<file path="src/rtl/mips_branch_predictor.sv">
// Direct-mapped BTB with 2-bit counters: zero-cycle combinational lookup, training and stats on the clk edge.
// No backpressure: one resolved branch/jump is accepted every cycle that upd_valid is high.
module mips_branch_predictor #(
  parameter int ADDR_W  = 32,
  parameter int ENTRIES = 16,
  parameter int CNT_W   = 16
) (
  input  logic              clk,
  input  logic              rst,
  input  logic [ADDR_W-1:0] lu_pc,
  output logic              lu_hit,
  output logic              lu_taken,
  output logic [ADDR_W-1:0] lu_target,
  input  logic              upd_valid,
  input  logic [ADDR_W-1:0] upd_pc,
  input  logic              upd_taken,
  input  logic [ADDR_W-1:0] upd_target,
  input  logic              upd_jump,
  input  logic              upd_pred_taken,
  input  logic [ADDR_W-1:0] upd_pred_target,
  output logic              upd_mispredict,
  input  logic              inv_all,
  output logic [CNT_W-1:0]  miss_cnt
);

  localparam int IDX_W = $clog2(ENTRIES);
  localparam int TAG_W = ADDR_W - IDX_W - 2;

  logic [ENTRIES-1:0] r_valid;
  logic [ENTRIES-1:0] r_jmp;
  logic [TAG_W-1:0]   r_tag    [ENTRIES];
  logic [ADDR_W-1:0]  r_target [ENTRIES];
  logic [1:0]         r_ctr    [ENTRIES];
  logic [CNT_W-1:0]   r_miss_cnt;

  logic [IDX_W-1:0]  w_lu_idx;
  logic [TAG_W-1:0]  w_lu_tag;
  logic              w_lu_hit;
  logic [IDX_W-1:0]  w_upd_idx;
  logic [TAG_W-1:0]  w_upd_tag;
  logic              w_upd_hit;
  logic [1:0]        w_cur_ctr;
  logic [1:0]        w_ctr_inc;
  logic [1:0]        w_ctr_dec;
  logic              w_mispredict;
  logic              w_miss_sat;

  logic              w_wr_en;
  logic [TAG_W-1:0]  w_nxt_tag;
  logic [ADDR_W-1:0] w_nxt_target;
  logic [1:0]        w_nxt_ctr;
  logic              w_nxt_jmp;

  // Lookup path: pc[1:0] is dropped, index then tag
  assign w_lu_idx  = lu_pc[IDX_W+1:2];
  assign w_lu_tag  = lu_pc[ADDR_W-1:IDX_W+2];
  assign w_lu_hit  = r_valid[w_lu_idx] && (r_tag[w_lu_idx] == w_lu_tag);

  assign lu_hit    = w_lu_hit;
  assign lu_taken  = w_lu_hit & r_ctr[w_lu_idx][1];
  assign lu_target = w_lu_hit ? r_target[w_lu_idx] : '0;

  assign w_upd_idx = upd_pc[IDX_W+1:2];
  assign w_upd_tag = upd_pc[ADDR_W-1:IDX_W+2];
  assign w_upd_hit = r_valid[w_upd_idx] && (r_tag[w_upd_idx] == w_upd_tag);

  assign w_cur_ctr = r_ctr[w_upd_idx];
  assign w_ctr_inc = (w_cur_ctr == 2'b11) ? 2'b11 : w_cur_ctr + 2'd1;
  assign w_ctr_dec = (w_cur_ctr == 2'b00) ? 2'b00 : w_cur_ctr - 2'd1;

  assign w_mispredict = upd_valid &
                        ((upd_pred_taken != upd_taken) |
                         (upd_taken & (upd_pred_target != upd_target)));
  assign upd_mispredict = w_mispredict;

  assign w_miss_sat = &r_miss_cnt;
  assign miss_cnt   = r_miss_cnt;

  // Jump entries stay pinned at strongly-taken; a not-taken miss never allocates
  always_comb begin
    w_wr_en      = 1'b0;
    w_nxt_tag    = w_upd_tag;
    w_nxt_target = r_target[w_upd_idx];
    w_nxt_ctr    = w_cur_ctr;
    w_nxt_jmp    = r_jmp[w_upd_idx];
    if (upd_valid && !inv_all) begin
      if (w_upd_hit) begin
        w_wr_en = 1'b1;
        if (r_jmp[w_upd_idx] || upd_jump) begin
          w_nxt_ctr    = 2'b11;
          w_nxt_jmp    = 1'b1;
          w_nxt_target = upd_target;
        end else if (upd_taken) begin
          w_nxt_ctr    = w_ctr_inc;
          w_nxt_target = upd_target;
        end else begin
          w_nxt_ctr    = w_ctr_dec;
        end
      end else if (upd_taken) begin
        w_wr_en      = 1'b1;
        w_nxt_target = upd_target;
        w_nxt_jmp    = upd_jump;
        w_nxt_ctr    = upd_jump ? 2'b11 : 2'b10;
      end
    end
  end

  always_ff @(posedge clk or negedge rst) begin
    if (!rst) begin
      r_valid <= '0;
      r_jmp   <= '0;
      for (int i = 0; i < ENTRIES; i++) begin
        r_tag[i]    <= '0;
        r_target[i] <= '0;
        r_ctr[i]    <= 2'b00;
      end
    end else if (inv_all) begin
      r_valid <= '0;
    end else if (w_wr_en) begin
      r_valid[w_upd_idx]  <= 1'b1;
      r_jmp[w_upd_idx]    <= w_nxt_jmp;
      r_tag[w_upd_idx]    <= w_nxt_tag;
      r_target[w_upd_idx] <= w_nxt_target;
      r_ctr[w_upd_idx]    <= w_nxt_ctr;
    end
  end

  // Counts through inv_all cycles too; holds at all-ones
  always_ff @(posedge clk or negedge rst) begin
    if (!rst) begin
      r_miss_cnt <= '0;
    end else if (w_mispredict && !w_miss_sat) begin
      r_miss_cnt <= r_miss_cnt + CNT_W'(1);
    end
  end

endmodule

</file>
<file path="config.mk">
export PLATFORM = sky130hd
export DESIGN_NAME = mips_branch_predictor
export DESIGN_NICKNAME = d
export VERILOG_FILES = /design/src/rtl/mips_branch_predictor.sv
export SDC_FILE = /design/constraint.sdc
export NUM_CORES = 2
export LEC_CHECK = 0
export BUFFER_PORTS_ARGS = -buffer_cell sky130_fd_sc_hd__buf_2
export CORE_ASPECT_RATIO = 1.25
export CORE_MARGIN = 2
export CORE_UTILIZATION = 65
export CTS_CLUSTER_DIAMETER = 200
export DETAILED_ROUTE_END_ITERATION = 10
export PLACE_DENSITY = 0.91
export RECOVER_POWER = 100
export SLEW_MARGIN = 20
export SYNTH_ARGS = -nofsm -noshare
export SYNTH_HDL_FRONTEND = slang
export SYNTH_SLANG_ARGS = --single-unit
</file>
<file path="constraint.sdc">
create_clock -name clk -period 7.2 [get_ports clk]
set_clock_uncertainty 0.1 [all_clocks]
set_input_delay 0.36 -clock clk [delete_from_list [all_inputs] [get_ports clk]]
set_output_delay 0.36 -clock clk [all_outputs]
set_load 0.05 [all_outputs]
</file>
==> run_results.csv <==
group,metric,value,unit
routing,routed_wl,149.3,mm
worst_setup_path,worst_setup_path_end_kind,"flop",
worst_setup_path,path_class,"in -> reg",
outcome,violations,"max-capacitance violations, max-slew violations",
yosys,synth_area_per_cell,15.74,µm²
worst_setup_path,cp.arrival,6.61,ns
flow_run,maxCapViolCount,24,
floorplanning,die_w,263.3,µm
layout,final_util,71.30,%
power_and_ir_drop,power_frac_comb,14.3,%
clocking,postCtsResizedCells,0,
power_and_ir_drop,total_power,14.10,mW
yosys,ys_seq_elements,1008,
timing,drv_slew,1073,
yosys,synth_top_area_share,46.18,%
timing,timing.setup.tns,0,ns
layout,drive_gt1_share,50.14,%
hold_path,hold_class,"in -> reg",
yosys,yosys_warnings,0,
floorplanning,io_pins,186,
yosys,ys_types,64,
timing,relSlewSlack,-158.3,%
worst_setup_path,worstReg2RegStart,"r_tag[314]",
worst_setup_path,crit_fanout,69,
routing,detail-route-antenna-nets,0,
clocking,numCtsBuffers,99,
routing,wl_per_cell,32.10,µm
yosys,synth_most_common_cell,"dfrtp_1",
timing,tightestPinTransition,3.875,ns
place,globalplace.congestion,0.8644,
floorplanning,dieHeight,328.1,µm
clocking,clk_pin_slew,0.06,ns
layout,area_growth_syn_to_layout,8.491,%
floorplanning,rows,118,
timing,finalCritPeriodShare,85.57,%
global_routing,grt_pass1_vias,37164,
timing,max_freq,162.3,MHz
hold_path,holdPathStages,2,
yosys,synthFlopType,"dfrtp_1",
routing,drc_errors,0,
routing,drt_iter0_markers,3602,
clocking,clk_path_buf_depth,3,
global_routing,track_usage,35.23,%
clocking,cts_setup_buffers,0,
worst_setup_path,reg2reg_depth,10,
power_and_ir_drop,vdd_drop_max,234.5,µV
timing,hold_violations,0,
routing,num_vias,34423,
timing,rsz0062_at_grt,"no",
timing,setup_violations,0,
yosys,async_reset_ff_share,100.0,%
yosys,synth_area_leaders,"dfrtp_1 46%, mux4_2 22%, mux2_2 18%, mux2_1 2.1%, mux2i_1 1.8%",
clocking,insertion_delay,0.69,ns
clocking,htreeDepth,3,
clocking,cts_sinks,1008,
power_and_ir_drop,seqPwrFrac,46.2,%
yosys,synth_edf_count,0,
floorplanning,die_area,86390,µm²
yosys,synth_nets,3606,
layout,layout.nets,3622,
worst_setup_path,cp-start-kind,"input port",
timing,min_period,6.161,ns
worst_setup_path,rrSetupSlack,1.24,ns
hold_path,hp-start,"upd_pc[28]",
yosys,synth_cells,3470,
yosys,synth_common_cells,"1,008 x dfrtp_1, 867 x mux2_2, 543 x mux4_2",
clocking,ctsRootBufferMaster,"clkbuf_16",
power_and_ir_drop,p_int,10.40,mW
place,hpwlAfterDp,86.31,mm
timing,hold_ws,0.07387,ns
floorplanning,core,83120,µm²
routing,vias_per_cell,7.400,
hold_path,min_to,"r_tag[334]",
power_and_ir_drop,total_leakage_power,26.66,nW
yosys,synth_area_leader_cell,"dfrtp_1",
power_and_ir_drop,p_clk_share,39.5,%
global_routing,grt_overflow,0,
power_and_ir_drop,switching_power,3.703,mW
worst_setup_path,worstPathRequired,7.65,ns
global_routing,antenna_found_initial,15,
worst_setup_path,regToRegEndpoint,"r_tag[341]",
outcome,status,"finished, violations left",
clocking,cts_hold_buf,2,
floorplanning,start_util,65.72,%
yosys,netlist_area,54620,µm²
place,portBuffers,181,
power_and_ir_drop,switching_share,26.25,%
yosys,yosysSeqAreaShare,46.18,%
routing,dr.pass1.iters,6,
clocking,cts_tree,"yes",
global_routing,grt_pass1_wl,228.5,mm
global_routing,grt_max_degree,185,
power_and_ir_drop,power_density,238.0,nW/µm²
## worst max path at each step
stage	start	endpoint	slack, ns	depth (start not counted)
global placement	upd_pc[2]	r_target[117]	1.59	12
finish	upd_pc[3]	r_tag[341]	1.04	12
global route	upd_pc[2]	r_tag[341]	0.91	11
floorplan	lu_pc[2]	lu_target[10]	2.79	10
CTS	upd_pc[3]	r_target[125]	2.11	13
detailed placement	upd_pc[2]	r_target[119]	1.52	12
## sequential cells by signal (all words and copies together), names as in the netlist
name / cells
miss_cnt: 16
r_valid: 16
r_ctr: 32
r_target: 512
r_jmp: 16
r_tag: 416
## power by group through the flow
stage / Sequential [mW] / Combinational (mW) / Clock (mW)
3_3_place_gp: 6.54 / 1.94 / 0
5_1_grt: 6.55 / 2.14 / 5.82
4_1_cts: 6.49 / 2.03 / 5.59
3_5_place_dp: 6.58 / 2.01 / 0
2_1_floorplan: 6.51 / 1.43 / 0
6_report: 6.51 / 2.02 / 5.57
## stage by stage
stage          worst slack (ns)  std cells  instance area, µm²
3_3_place_gp              1.594       4462               56160
2_1_floorplan             2.792       3470               54620
6_report                  1.039       4652               59260
3_5_place_dp              1.516       4462               56160
4_1_cts                   2.110       4645               59650
5_1_grt                  0.9137       4648               59250
## worst max-delay path, cell delays in order
cell,delay [ns]
buf_8,0.55
buf_4,0.62
mux4_2,0.59
mux2i_1,0.22
xnor2_1,0.09
nor3_1,0.22
a31o_2,0.20
nor4bb_1,0.68
a31o_1,0.41
and3_1,1.72
buf_4,0.51
mux2_2,0.37
## per-layer routing
metal | vias to the layer above | part of all wire [%] | track usage [%] | wire [µm]
met5 | - | 0.061 | 0 | 91
met4 | 12 | 6.1 | 21.27 | 9100
li1 | 13416 | - | - | -
met3 | 497 | 8.7 | 6.469 | 12940
met2 | 2058 | 49 | 56.54 | 73380
met1 | 18440 | 36 | 45.52 | 53810
## cells by family after synthesis
kind of cell	Yosys count	synth area share, %
AO/OA/AOI/OAI	129	1.805
XOR/XNOR	110	1.764
adder cells (fa/ha/maj)	1	0.02290
buffers and inverters	378	3.326
flip-flops	1008	46.18
multiplexers	1638	44.95
AND/OR/NAND/NOR	206	1.958
## area by class of cell
type                    instances  area (µm²)
multi-input cells            2084       27500
flip-flops and latches       1008       25220
fillers                      4969       23860
clock buffers                 134        2833
repair buffers                261        1573
well taps                    1080        1351
clock inverters                47       645.6
inverters                      32       122.6
diodes                          6       15.01
## cell usage in the layout (no fill, tap or decap), types with 8 or more instances in the layout
master,netlist,layout
a211oi_1,8,8
a21oi_1,15,15
a22oi_1,25,25
and3_1,14,14
buf_12,1,11
buf_2,116,123
buf_4,38,37
bufinv_16,0,13
clkbuf_1,122,82
clkbuf_16,0,102
clkbuf_2,0,14
clkbuf_8,0,16
clkinv_2,0,18
dfrtp_1,1008,1008
inv_1,30,30
mux2_1,102,137
mux2_2,867,858
mux2i_1,96,96
mux4_2,543,543
nand2_1,51,51
nand3_1,17,17
nand4_1,18,18
nor2_1,32,32
nor2b_1,43,43
o21ba_2,12,12
o22ai_1,20,20
xnor2_1,80,80
xor2_1,30,30
Power figures use the tool's default switching activity.
